[src/rtl/intr_ctrl.sv]
// intr_ctrl: interrupt front end for the OTTER MCU.
// Synchronises raw interrupt lines, edge-detects them into pending bits,
// picks the lowest-index enabled source and tracks the service window
// from the take pulse until mret.
module intr_ctrl #(
    parameter int NUM_SRC = 4,
    parameter int CAUSE_W = (NUM_SRC > 1) ? $clog2(NUM_SRC) : 1
) (
    input  logic               INTR_CLK,
    input  logic               INTR_RST_N,
    input  logic [NUM_SRC-1:0] INTR_SRC,
    input  logic [NUM_SRC-1:0] INTR_MASK,
    input  logic               INTR_MIE,
    input  logic               INTR_BOUNDARY,
    input  logic               INTR_MRET,
    output logic               INTR_INT_TAKEN,
    output logic [CAUSE_W-1:0] INTR_CAUSE,
    output logic               INTR_IN_SERVICE,
    output logic [NUM_SRC-1:0] INTR_PENDING
);

    typedef enum logic [1:0] {
        ST_IDLE    = 2'd0,
        ST_TAKE    = 2'd1,
        ST_SERVICE = 2'd2
    } state_t;

    state_t               state;
    state_t               state_next;
    logic [NUM_SRC-1:0]   sync1;
    logic [NUM_SRC-1:0]   sync2;
    logic [NUM_SRC-1:0]   prev;
    logic [NUM_SRC-1:0]   pending;
    logic [NUM_SRC-1:0]   rise;
    logic [NUM_SRC-1:0]   eligible;
    logic [NUM_SRC-1:0]   clr_mask;
    logic [CAUSE_W-1:0]   winner;
    logic [CAUSE_W-1:0]   cause;
    logic                 take_cond;

    // Two-flop synchroniser plus a previous-sample flop for edge detection.
    always_ff @(posedge INTR_CLK or negedge INTR_RST_N) begin
        // NOTE: sequential state uses non-blocking assignments so every flop
        // samples the pre-edge value of its neighbours, as real flops do.
        if (!INTR_RST_N) begin
            sync1 <= '0;
            sync2 <= '0;
            prev  <= '0;
        end else begin
            sync1 <= INTR_SRC;
            sync2 <= sync1;
            prev  <= sync2;
        end
    end

    assign rise      = sync2 & ~prev;
    assign eligible  = pending & INTR_MASK;
    assign take_cond = (state == ST_IDLE) && INTR_MIE && INTR_BOUNDARY && (eligible != '0);

    // Fixed-priority encoder: lowest-index eligible source wins.
    always_comb begin
        // NOTE: default first, so no path through the loop leaves winner
        // unassigned and infers a latch.
        winner = '0;
        for (int i = NUM_SRC - 1; i >= 0; i--) begin
            if (eligible[i]) begin
                winner = CAUSE_W'(i);
            end
        end
    end

    // One-hot of the winning source (isolate lowest set bit), only on a take.
    assign clr_mask = take_cond ? (eligible & (~eligible + NUM_SRC'(1))) : '0;

    // Pending bits: clear the taken source, then OR in new edges so a
    // same-cycle rise on the winner keeps it pending.
    always_ff @(posedge INTR_CLK or negedge INTR_RST_N) begin
        if (!INTR_RST_N) begin
            pending <= '0;
        end else begin
            pending <= (pending & ~clr_mask) | rise;
        end
    end

    // Cause register: captured on the take, held otherwise.
    always_ff @(posedge INTR_CLK or negedge INTR_RST_N) begin
        if (!INTR_RST_N) begin
            cause <= '0;
        end else if (take_cond) begin
            cause <= winner;
        end
    end

    // State register.
    always_ff @(posedge INTR_CLK or negedge INTR_RST_N) begin
        if (!INTR_RST_N) begin
            state <= ST_IDLE;
        end else begin
            state <= state_next;
        end
    end

    // Next-state logic: IDLE -> TAKE -> SERVICE -> (mret) IDLE.
    always_comb begin
        state_next = state;
        unique case (state)
            ST_IDLE:    if (take_cond) state_next = ST_TAKE;
            ST_TAKE:    state_next = ST_SERVICE;
            ST_SERVICE: if (INTR_MRET) state_next = ST_IDLE;
            default:    state_next = ST_IDLE;
        endcase
    end

    // Outputs decoded from registered state only.
    always_comb begin
        INTR_INT_TAKEN  = (state == ST_TAKE);
        INTR_IN_SERVICE = (state == ST_TAKE) || (state == ST_SERVICE);
    end

    assign INTR_CAUSE   = cause;
    assign INTR_PENDING = pending;

endmodule

[config.mk]
export PLATFORM = sky130hd
export DESIGN_NAME = intr_ctrl
export DESIGN_NICKNAME = d
export VERILOG_FILES = /design/src/rtl/intr_ctrl.sv
export SDC_FILE = /design/constraint.sdc
export NUM_CORES = 1
export LEC_CHECK = 0
export ABC_AREA = 1
export CAP_MARGIN = 20
export CORE_UTILIZATION = 52
export CTS_CLUSTER_SIZE = 14
export DETAILED_ROUTE_END_ITERATION = 8
export DONT_BUFFER_PORTS = 1
export PLACE_DENSITY = 0.67
export RECOVER_POWER = 100
export SLEW_MARGIN = 20
export SYNTH_ARGS = -nofsm -noshare
export SYNTH_HDL_FRONTEND = slang
export SYNTH_SLANG_ARGS = --single-unit
[constraint.sdc]
create_clock -name INTR_CLK -period 1.3 [get_ports INTR_CLK]
set_clock_uncertainty 0.05 [all_clocks]
set_input_delay 0 -clock INTR_CLK [delete_from_list [all_inputs] [get_ports INTR_CLK]]
set_output_delay 0 -clock INTR_CLK [all_outputs]
set_load 0.02 [all_outputs]
# After elaboration in Yosys (flattened, before gate mapping)

Cells that the tools add are included.

Register bits: 20
Input bits: 13
Output and inout bits: 8
Logic and storage cells: 34

Add/sub/neg operators: 1
Equal/unequal tests: 4
Multiplexer cells: 8
Bitwise logic cells: 8
Reduce and logical (&&, ||, !) cells: 7

Operator list:

| kind                  | count |
|---|---|
| $and A4 B4 Y4         | 4 |
| $mux W2               | 6 |
| $not A4 Y4            | 3 |
| $pmux W2 S3           | 1 |
| $add A4 B1 Y4 const B | 1 |
| $mux W4               | 1 |
| $ne A2 B2 Y1 const B  | 2 |
| $or A4 B4 Y4          | 1 |
| $reduce_bool A4 Y1    | 1 |
| $logic_and A1 B1 Y1   | 3 |
| $eq A2 B1 Y1 const B  | 1 |
| $eq A2 B2 Y1 const B  | 1 |
| $logic_not A2 Y1      | 1 |
| $reduce_and A2 Y1     | 1 |
| $logic_or A1 B1 Y1    | 1 |

# Longest topological paths before layout

Gate-level depths: netlist of the first run.

Depth in word-level cells: 8
Depth in mapped cells: 9
Mapped depth without buffers: 9

# Worst setup path before layout of the first run

OpenSTA, ideal clock, no wires.

Path kind: register -> register
Start point: register state[0]
End point: register pending[3], in the netlist INTR_PENDING[3]
Setup time: 123 ps
Data arrival time: 1117 ps
Required time: 1127 ps
Slack: 10 ps
Stages on the path, launching flop included: 8
Buffers on the path: 0
Period minus slack after synthesis: 1290 ps
Path through: dfrtp_1 -> inv_1 -> ha_1 -> nand3_2 -> nor2_1 -> nand2_1 -> o21ai_1 -> o21ai_1

Word-level cells in the longest chain between the ends: 8

RTL lines:

| item                             | RTL line | source |
|---|---|---|
| start, declared                  | 28       | `state_t state;` |
| start signal, assigned           | 99       | `state <= state_next;` |
| $logic_not A2 Y1                 | 58       | `assign take_cond = (state == ST_IDLE) && INTR_MIE && INTR_BOUNDARY && (eligible != '0);` |
| $logic_and A1 B1 Y1 (3 in a row) | 58       |  |
| $mux W4                          | 73       | `assign clr_mask = take_cond ? (eligible & (~eligible + NUM_SRC'(1))) : '0;` |
| $not A4 Y4                       | 81       | `pending <= (pending & ~clr_mask) \| rise;` |
| $and A4 B4 Y4                    | 81       |  |
| $or A4 B4 Y4                     | 81       |  |
| end signal, assigned             | 81       |  |
| end, declared                    | 33       | `logic [NUM_SRC-1:0] pending;` |

No other way between the ends.
A chain may end at the register's enable or synchronous reset.

# Final worst setup path of the first run

Start point: register state[0]
End point: register state[1]

Word-level cells in the longest chain between the ends: 6
Elaborated cells on any way between the ends: 10
Those cells by class: eq/ne (4); mux (1); reduce/logical (5)

RTL lines:

| item                             | RTL line |
|---|---|
| $logic_not A2 Y1                 | 58, 106 |
| $logic_and A1 B1 Y1 (3 in a row) | 58 |
| $ne A2 B2 Y1 (no line)           | - |
| $reduce_and A2 Y1 (no line)      | - |

Several ways; a longest one is shown, not always the timed one.

==> impl_table.tex, run 1 <==
\begin{tabular}{lr}
\hline
Metric & Value \\
\hline
\multicolumn{2}{l}{\textbf{Critical path}} \\
\quad Critical path class & flip-flop to flip-flop \\
\quad Worst r2r dst & state[1] \\
\quad Worst Reg-to-Reg Cells & 9 \\
\quad Kind of launch point of the worst setup path & flip-flop \\
\quad Endpoint kind of the worst setup timing path & flip-flop \\
\quad Worst R2R Setup Slack & around 0.018 ns \\
\quad Signal arrival time at the worst endpoint & 1.43 ns \\
\quad Required @ worst endpoint & between 1 and 1.5 ns \\
\quad Critical Path Fanout Max & 4 \\
\quad Launch instance of the worst register-to-register path & state[0] \\
\multicolumn{2}{l}{\textbf{Yosys}} \\
\quad Gate count of the mapped netlist & 69 \\
\quad Number of enable-type register cells in the synthesized netlist & 0 \\
\quad Register area share after synthesis & approximately 64\% \\
\quad Fraction of registers with async set or reset after synthesis & 100.0\% \\
\quad Distinct cell type count of the synthesized netlist & 13 \\
\quad Yosys warning count & 0 \\
\quad Dominant cells by area after synthesis & dfrtp\_1 (64\%), nand2\_1 (7.2\%), ha\_1 (6.4\%) \\
\quad Post-synthesis average cell area & between 10 and 15 µm² \\
\quad Ys flop type & dfrtp\_1 \\
\quad Leading cell type by number of instances after synthesis & dfrtp\_1 \\
\quad Synth Cell Area & a little under 800 µm² \\
\quad Top cell types by occurrence after synthesis & dfrtp\_1 (20), nand2\_1 (15), inv\_1 (7) \\
\quad Flops \& latches, synth & 20 \\
\quad Proportion of netlist area held by the largest area contributor & 64.00\% \\
\quad Biggest area consumer among synthesized cells & dfrtp\_1 \\
\quad Net count after synthesis & 86 \\
\multicolumn{2}{l}{\textbf{GRT}} \\
\quad Global route total overflow & 0 \\
\quad Overall track demand over capacity in global routing & a little under a quarter \\
\quad Pin count of the biggest net entering global routing & 21 \\
\quad Initial antenna violation count & 0 \\
\quad Wire length of the first global-routing pass & $\sim$2200 µm \\
\quad Number of global-route vias before repair & between 500 and 600 \\
\multicolumn{2}{l}{\textbf{Die}} \\
\quad DIE WIDTH & $\sim$41 µm \\
\quad Num ports & 21 \\
\quad Number of rows created at floorplan & 13 \\
\quad Core region area & 0.001350 mm² \\
\quad Die footprint & roughly 0.0017 mm² \\
\quad Die outline height & slightly above 40 µm \\
\quad Effective utilization at floorplan & roughly 58\% \\
\multicolumn{2}{l}{\textbf{Routing}} \\
\quad Vias & roughly 560 \\
\quad Total DRC errors in the routed layout & 0 \\
\quad Number of optimization iterations in the first detailed-route pass & 5 \\
\quad DRC violation total after the first TritonRoute iteration & 4 \\
\quad Wire length reported by the detailed router & 1653 µm \\
\quad Post-detailed-route count of antenna-violating nets & 0 \\
\quad Average routed wire per standard cell & 15.17 µm \\
\quad Post-detailed-route via-to-cell ratio & just over 5 \\
\multicolumn{2}{l}{\textbf{STA}} \\
\quad Setup repair after global routing missed its margin & true \\
\quad Crit path time final & $\sim$1.3 ns \\
\quad Slack of the critical path & approximately 0.018 ns \\
\quad Post-route setup TNS & 0 ns \\
\quad Number of endpoints failing setup at the final stage & 0 \\
\quad Crit share post-route & between 90\% and 100\% \\
\quad Timing-limited maximum frequency & a little under 0.8 GHz \\
\quad Minimum hold slack & -0.08749 ns \\
\quad Slew headroom & between 40\% and 50\% \\
\quad Hold Fails Final Rpt & 4 \\
\quad Pins over their slew limit & 0 \\
\quad Transition time at the pin with the least slew margin & approximately 0.85 ns \\
\multicolumn{2}{l}{\textbf{Power}} \\
\quad Switching Share & roughly 33\% \\
\quad Combinational Power Share & 37.3\% \\
\quad Clock network power share & about a quarter \\
\quad Leakage power figure & approximately 0.51 nW \\
\quad Register share of total power & approximately two fifths \\
\quad Maximum ir drop on the vdd rail & between 0.001 and 0.0015 V \\
\quad Internal power component & between 0.001 and 0.0015 W \\
\quad Net switching power & $\sim$0.00069 W \\
\quad Total power per unit cell area & just under 2000 mW/mm² \\
\multicolumn{2}{l}{\textbf{Final layout}} \\
\quad Layout cells sized above 1 & approximately a third \\
\quad P\&R area growth vs syn & 35.68\% \\
\quad Total number of nets in the final design & 112 \\
\quad Count of inserted antenna diode cells & 0 \\
\quad Core occupancy in the finished layout & around 79\% \\
\multicolumn{2}{l}{\textbf{Outcome}} \\
\quad Violations in the final reports & negative hold slack \\
\quad Status & finished, violations left \\
\multicolumn{2}{l}{\textbf{Min path}} \\
\quad Min-Delay Endpoint & INTR\_CAUSE[1] \\
\quad Worst hold path type & input port to flip-flop \\
\quad HP Start & INTR\_BOUNDARY \\
\quad Hold Path Cell Cnt & 4 \\
\multicolumn{2}{l}{\textbf{Placed design}} \\
\quad Worst setup slack before clock tree synthesis & -0.07750 ns \\
\quad Final HPWL DP & 1027 µm \\
\quad Total of buffers placed on input and output ports & 0 \\
\quad Final weighted congestion of routability-driven global placement & just over 0.6 \\
\multicolumn{2}{l}{\textbf{Clock tree}} \\
\quad Number of clock buffers inserted by TritonCTS & 3 \\
\quad CTS H-tree depth & 1 \\
\quad Post-cts hold buffer count & 10 \\
\quad Root buf cell & clkbuf\_4 \\
\quad Source-to-sink clock delay at the later pin of the worst-skew pair & approximately 0.31 ns \\
\quad Number of buffers between clock root and the deepest sink & 2 \\
\quad Clock-pin transition on the worst setup and hold timing paths & $\sim$0.12 ns \\
\quad Clock tree from TritonCTS & done \\
\quad Clock tree sinks & 20 \\
\multicolumn{2}{l}{\textbf{Job}} \\
\quad Number of max-capacitance violations reported & 0 \\
\hline
\end{tabular}
critical path, cell delays in order, from the launching register on:
cell	delay, ns
dfrtp_1	0.40
inv_2	0.08
ha_4	0.15
nand3_4	0.08
inv_4	0.07
o21ai_4	0.07
nand2_2	0.09
nand2_2	0.07
nand2_2	0.07
nand2_2	0.05
stage by stage:
stage / hold slack [ns] / area [µm²] / cells / power (W)
after floorplan: -0.3456 / 782.0 / 69 / 0.001174
after global placement: -0.3452 / 875.8 / 94 / 0.001379
after detailed placement: -0.3451 / 875.8 / 94 / 0.001403
after CTS: -0.1277 / 1056 / 109 / 0.002031
after global routing: -0.06988 / 1061 / 109 / 0.002188
final: -0.08749 / 1061 / 109 / 0.002074
final cells by class:
class                      count  area [µm²]
sequential                    20       500.5
fill                          77       289.0
multi-input combinational     41       281.5
timing repair buffer          21       175.2
inverter                       8       32.53
clock inverter                 1       30.03
clock buffer                   3       22.52
tap                           15       18.77
cell usage in the layout (no fill, tap or decap):
cell type / n
dfrtp_1: 20
nand2_1: 13
dlygate4sd3_1: 10
nand2_2: 8
buf_4: 7
o21ai_1: 6
inv_1: 5
nand3_1: 4
clkbuf_4: 3
clkbuf_1: 3
nand2_4: 2
inv_2: 2
ha_1: 2
nand3_4: 1
nor2_2: 1
o21ai_0: 1
inv_4: 1
o21ai_4: 1
ha_4: 1
ha_2: 1
bufinv_16: 1
buf_6: 1
power groups by stage:
stage / Clock [W] / Sequential (W) / Combinational [W]
after floorplan: 0 / 0.000826 / 0.000348
after global placement: 0 / 0.000800 / 0.000579
after detailed placement: 0 / 0.000805 / 0.000598
after CTS: 0.000512 / 0.000799 / 0.000720
after global routing: 0.000531 / 0.000809 / 0.000848
final: 0.000501 / 0.000798 / 0.000774
routing by layer:
metal	global-route usage, %	share of wire (%)	up-vias
met1	22.06	36	258
met4	10.00	0.60	0
met5	0	0	-
met2	41.02	56	31
met3	8.696	7.3	2
li1	-	-	270
timing repair:
action / 4_1_cts / 5_1_grt
gates resized for setup: 5 / 6
hold endpoints to repair: 32 / 3
setup endpoints to repair: 4 / 5
buffers inserted: 1 / 0
pin swaps: 2 / 4
logic make-up after synthesis:
kind of cell / after synthesis / share of synthesized area (%)
AOI/OAI and AO/OA: 8 / 6.560
adders and majority gates: 4 / 6.400
buffers and inverters: 8 / 3.840
DFF: 20 / 64.00
and+or+nand+nor: 29 / 19.20
registers in the layout, summed over array words and instances, names as in the netlist:
name          count
prev              4
sync2             4
INTR_PENDING      4
INTR_CAUSE        2
state             2
sync1             4
worst max path at each step:
stage | startpoint | slack, ns | depth (start not counted) | to
floorplan | state[0] | 0.01 | 7 | INTR_PENDING[3]
global placement | state[0] | 0.01 | 9 | state[1]
detailed placement | state[0] | -0.08 | 7 | INTR_PENDING[3]
CTS | state[1] | 0.0006 | 9 | state[1]
global route | state[0] | -0.08 | 7 | INTR_PENDING[3]
finish | state[0] | 0.02 | 9 | state[1]
(Power assumes the default switching activity.)
==> run 2: changes to the inputs <==
ABC_AREA = not set   (was 1)
==> run 2 against run 1 <==
The flow finishes with violations (negative setup slack). Clock power fell by 46%. Area after synthesis up 1.8%. Critical path depth is 5 lower. Clock-buffer cell count did not move. Setup slack got worse by 0.21 ns. Power decreased by 4.6%. Synthesized cell count shrank 2.9%. Critical path type unchanged. Wire length shrank 2.4%.
==> impl_table.tex, run 2 <==
\begin{tabular}{lr}
\hline
Metric & Value \\
\hline
\multicolumn{2}{l}{\textbf{Routing}} \\
\quad Average routed wire per standard cell & 14.53 µm (-4.2\%) \\
\quad Post-detailed-route via-to-cell ratio & 5.189 (+0.82\%) \\
\quad DRC violation total after the first TritonRoute iteration & 7 (+3) \\
\quad Total DRC errors in the routed layout & 0 (unchanged) \\
\quad Wire length reported by the detailed router & 1613 µm (-2.4\%) \\
\quad Vias & 576 (+2.7\%) \\
\quad Number of optimization iterations in the first detailed-route pass & 4 (-1) \\
\quad Post-detailed-route count of antenna-violating nets & 0 (unchanged) \\
\multicolumn{2}{l}{\textbf{Placed design}} \\
\quad Final HPWL DP & 978.7 µm (-4.7\%) \\
\quad Worst setup slack before clock tree synthesis & -0.1622 ns (-0.08469 ns) \\
\quad Total of buffers placed on input and output ports & 0 (unchanged) \\
\quad Final weighted congestion of routability-driven global placement & 0.6174 (+0.24\%) \\
\multicolumn{2}{l}{\textbf{Critical path}} \\
\quad Critical path class & flip-flop to flip-flop \\
\quad Worst R2R Setup Slack & -0.19 ns (-0.21 ns) \\
\quad Signal arrival time at the worst endpoint & 1.61 ns (+0.18 ns) \\
\quad Required @ worst endpoint & 1.43 ns (-0.02 ns) \\
\quad Kind of launch point of the worst setup path & flip-flop \\
\quad Endpoint kind of the worst setup timing path & flip-flop \\
\quad Worst Reg-to-Reg Cells & 4 (-5) \\
\quad Critical Path Fanout Max & 3 (-1) \\
\multicolumn{2}{l}{\textbf{Yosys}} \\
\quad Distinct cell type count of the synthesized netlist & 18 (+5) \\
\quad Largest family of logic cells by synthesized area & compound AO/OA/AOI/OAI gates \\
\quad Register area share after synthesis & 62.89\% (-1.1 points) \\
\quad Dominant cells by area after synthesis & dfrtp\_1 (63\%), ha\_1 (6.3\%), a22o\_1 (4.4\%) \\
\quad Synth Area in Simple Gates & 11.48\% (-7.7 points) \\
\quad Ys flop type & dfrtp\_1 \\
\quad Net count after synthesis & 84 (-2.3\%) \\
\quad Gate count of the mapped netlist & 67 (-2.9\%) \\
\quad Proportion of netlist area held by the largest area contributor & 62.89\% (-1.1 points) \\
\quad Yosys warning count & 0 (unchanged) \\
\quad Biggest area consumer among synthesized cells & dfrtp\_1 \\
\quad Synth Cell Area & 795.8 µm² (+1.8\%) \\
\quad Leading cell type by number of instances after synthesis & dfrtp\_1 \\
\quad Share of synthesized cell area in full adder, half adder and majority cells & 6.289\% (-0.11 points) \\
\quad Share of the synthesized area in compound gates (AO/OA/AOI/OAI) & 13.05\% (+6.5 points) \\
\quad Flops \& latches, synth & 20 (unchanged) \\
\quad Post-synthesis average cell area & 11.88 µm² (+4.8\%) \\
\quad Top cell types by occurrence after synthesis & dfrtp\_1 (20), inv\_1 (8), nand2\_1 (8) \\
\quad Fraction of registers with async set or reset after synthesis & 100.0\% (unchanged) \\
\quad Post-synthesis xor/xnor area fraction & 0\% (unchanged) \\
\quad Mux share of post-synthesis cell area & 1.887\% (+1.9 points) \\
\quad Number of enable-type register cells in the synthesized netlist & 0 (unchanged) \\
\multicolumn{2}{l}{\textbf{Job}} \\
\quad Number of max-capacitance violations reported & 0 (unchanged) \\
\multicolumn{2}{l}{\textbf{Outcome}} \\
\quad Violations in the final reports & negative setup slack \\
\quad Status & finished, violations left \\
\multicolumn{2}{l}{\textbf{STA}} \\
\quad Timing-limited maximum frequency & 0.6722 GHz (-14\%) \\
\quad Number of endpoints failing setup at the final stage & 6 (+6) \\
\quad Hold Fails Final Rpt & 0 (-4) \\
\quad Setup repair after global routing missed its margin & true \\
\quad Minimum hold slack & 0.02727 ns (+0.1148 ns) \\
\quad Crit path time final & 1.488 ns (+0.2051 ns) \\
\quad Pins over their slew limit & 0 (unchanged) \\
\quad Transition time at the pin with the least slew margin & 0.8415 ns (-0.006616 ns) \\
\quad Slack of the critical path & -0.1876 ns (-0.2051 ns) \\
\quad Slew headroom & 43.71\% (+0.44 points) \\
\quad Crit share post-route & 114.4\% (+16 points) \\
\multicolumn{2}{l}{\textbf{GRT}} \\
\quad Wire length of the first global-routing pass & 2083 µm (-4.4\%) \\
\quad Number of global-route vias before repair & 527 (-1.7\%) \\
\quad M3 GR Usage & 5.435\% (-3.3 points) \\
\quad Met1 GRT Util & 25.09\% (+3.0 points) \\
\quad Global route total overflow & 0 (unchanged) \\
\quad Layer with the highest usage after global routing & met2 \\
\quad Initial antenna violation count & 0 (unchanged) \\
\quad Pin count of the biggest net entering global routing & 21 (unchanged) \\
\quad Met2 demand-to-capacity share in global routing & 33.98\% (-7.0 points) \\
\quad Overall track demand over capacity in global routing & 20.97\% (-1.6 points) \\
\multicolumn{2}{l}{\textbf{Clock tree}} \\
\quad CTS H-tree depth & 1 (unchanged) \\
\quad Number of clock buffers inserted by TritonCTS & 3 (unchanged) \\
\quad Source-to-sink clock delay at the later pin of the worst-skew pair & 0.28 ns (-0.03 ns) \\
\quad Clock-pin transition on the worst setup and hold timing paths & 0.10 ns (-0.02 ns) \\
\quad Number of buffers between clock root and the deepest sink & 2 (unchanged) \\
\quad Clock tree sinks & 20 (unchanged) \\
\quad Root buf cell & clkbuf\_4 \\
\quad Clock tree from TritonCTS & done \\
\multicolumn{2}{l}{\textbf{Final layout}} \\
\quad P\&R area growth vs syn & 39.31\% \\
\quad Total number of nets in the final design & 115 (+2.7\%) \\
\quad Commonest non-fill, non-tap cell in the layout & dfrtp\_1 \\
\quad Layout cells sized above 1 & 34.38\% (+2.5 points) \\
\quad Count of inserted antenna diode cells & 0 (unchanged) \\
\quad Commonest cells after routing, fill and taps aside & dfrtp\_1 (18), buf\_4 (14), dlygate4sd3\_1 (10), inv\_1 (7), nand2\_1 (7) \\
\multicolumn{2}{l}{\textbf{Power}} \\
\quad Total power per unit cell area & 1785 mW/mm² (-8.7\%) \\
\quad Leakage power figure & 0.5131 nW (+0.84\%) \\
\quad Maximum ir drop on the vdd rail & 0.001263 V (+7.5\%) \\
\quad Total power after layout & 0.001979 W (-4.6\%) \\
\multicolumn{2}{l}{\textbf{Min path}} \\
\quad Worst hold path type & input port to flip-flop \\
\quad Hold Path Cell Cnt & 3 (-1) \\
\multicolumn{2}{l}{\textbf{Die}} \\
\quad Number of rows created at floorplan & 13 (unchanged) \\
\quad DIE WIDTH & 41.12 µm (+0.83\%) \\
\quad Effective utilization at floorplan & 58.24\% (+0.32 points) \\
\quad Core region area & 0.001366 mm² (+1.2\%) \\
\quad Die outline height & 41.12 µm (+0.83\%) \\
\quad Die footprint & 0.001691 mm² (+1.7\%) \\
\quad Num ports & 21 (unchanged) \\
\hline
\end{tabular}
run 2: cell families after synthesis:
logic type,after synthesis
AO/OA/AOI/OAI,16
adder cells (fa/ha/maj),4
multiplexers,1
AND/OR/NAND/NOR,17
flip-flops,20
buffers and inverters,9
run 2: where the power goes:
group | switching, W | leakage (nW) | internal [W]
Sequential | 0.0000930 | 0.225 | 0.000722
Combinational | 0.000444 | 0.274 | 0.000451
Clock | 0.000161 | 0.0138 | 0.000107
run 2: area by class of cell:
type / instances / area (µm²)
Inverter: 8 / 30.03
Tap cell: 15 / 18.77
Sequential cell: 20 / 503.0
Timing Repair Buffer: 27 / 224.0
Fill cell: 78 / 257.7
Clock buffer: 3 / 22.52
Multi-Input combinational cell: 38 / 310.3
run 2: per-stage QoR:
| step | setup TNS (ns) | std cells | utilization [%] | cell area (µm²) |
|---|---|---|---|---|
| after floorplan | -0.5151 | 67 | - | 822.0 |
| after global placement | -0.3521 | 94 | 67.86 | 927.1 |
| after detailed placement | -0.3770 | 94 | 67.86 | 927.1 |
| after CTS | -0.5113 | 108 | 78.57 | 1074 |
| after global routing | -1.097 | 111 | 81.14 | 1109 |
| final | -0.6234 | 111 | 81.14 | 1109 |
run 2: worst paths after layout:
path / start / endpoint
max: INTR_PENDING[3] / INTR_CAUSE[0]
min: INTR_MASK[1] / INTR_CAUSE[0]
max reg2reg: INTR_PENDING[3] / INTR_CAUSE[0]
min reg2reg: sync1[3] / sync2[3]
max in group asynchronous: INTR_RST_N / INTR_PENDING[3]
min in group asynchronous: INTR_RST_N / INTR_CAUSE[0]
run 2: timing repair:
action / in CTS / in global routing
hold endpoints to repair: 30 / 4
gates resized for setup: 4 / 8
setup buffers: 3 / 3
cloned: 0 / 0
pin swaps: 4 / 8
endpoints found under the setup margin: 6 / 9
hold buffers: 8 / 2
run 2: critical path, stage by stage (launching register included):
cell     delay (ns)
dfrtp_2        0.41
a22o_1         0.23
or2_4          0.25
and2_4         0.15
mux2_4         0.29
run 2: metal layers:
layer	vias to the layer above	part of all wire, %	wire, µm
met4	0	0.50	8
met3	2	4.4	71
met2	16	51	825
met1	272	44	707
li1	286	-	-
met5	-	0	0
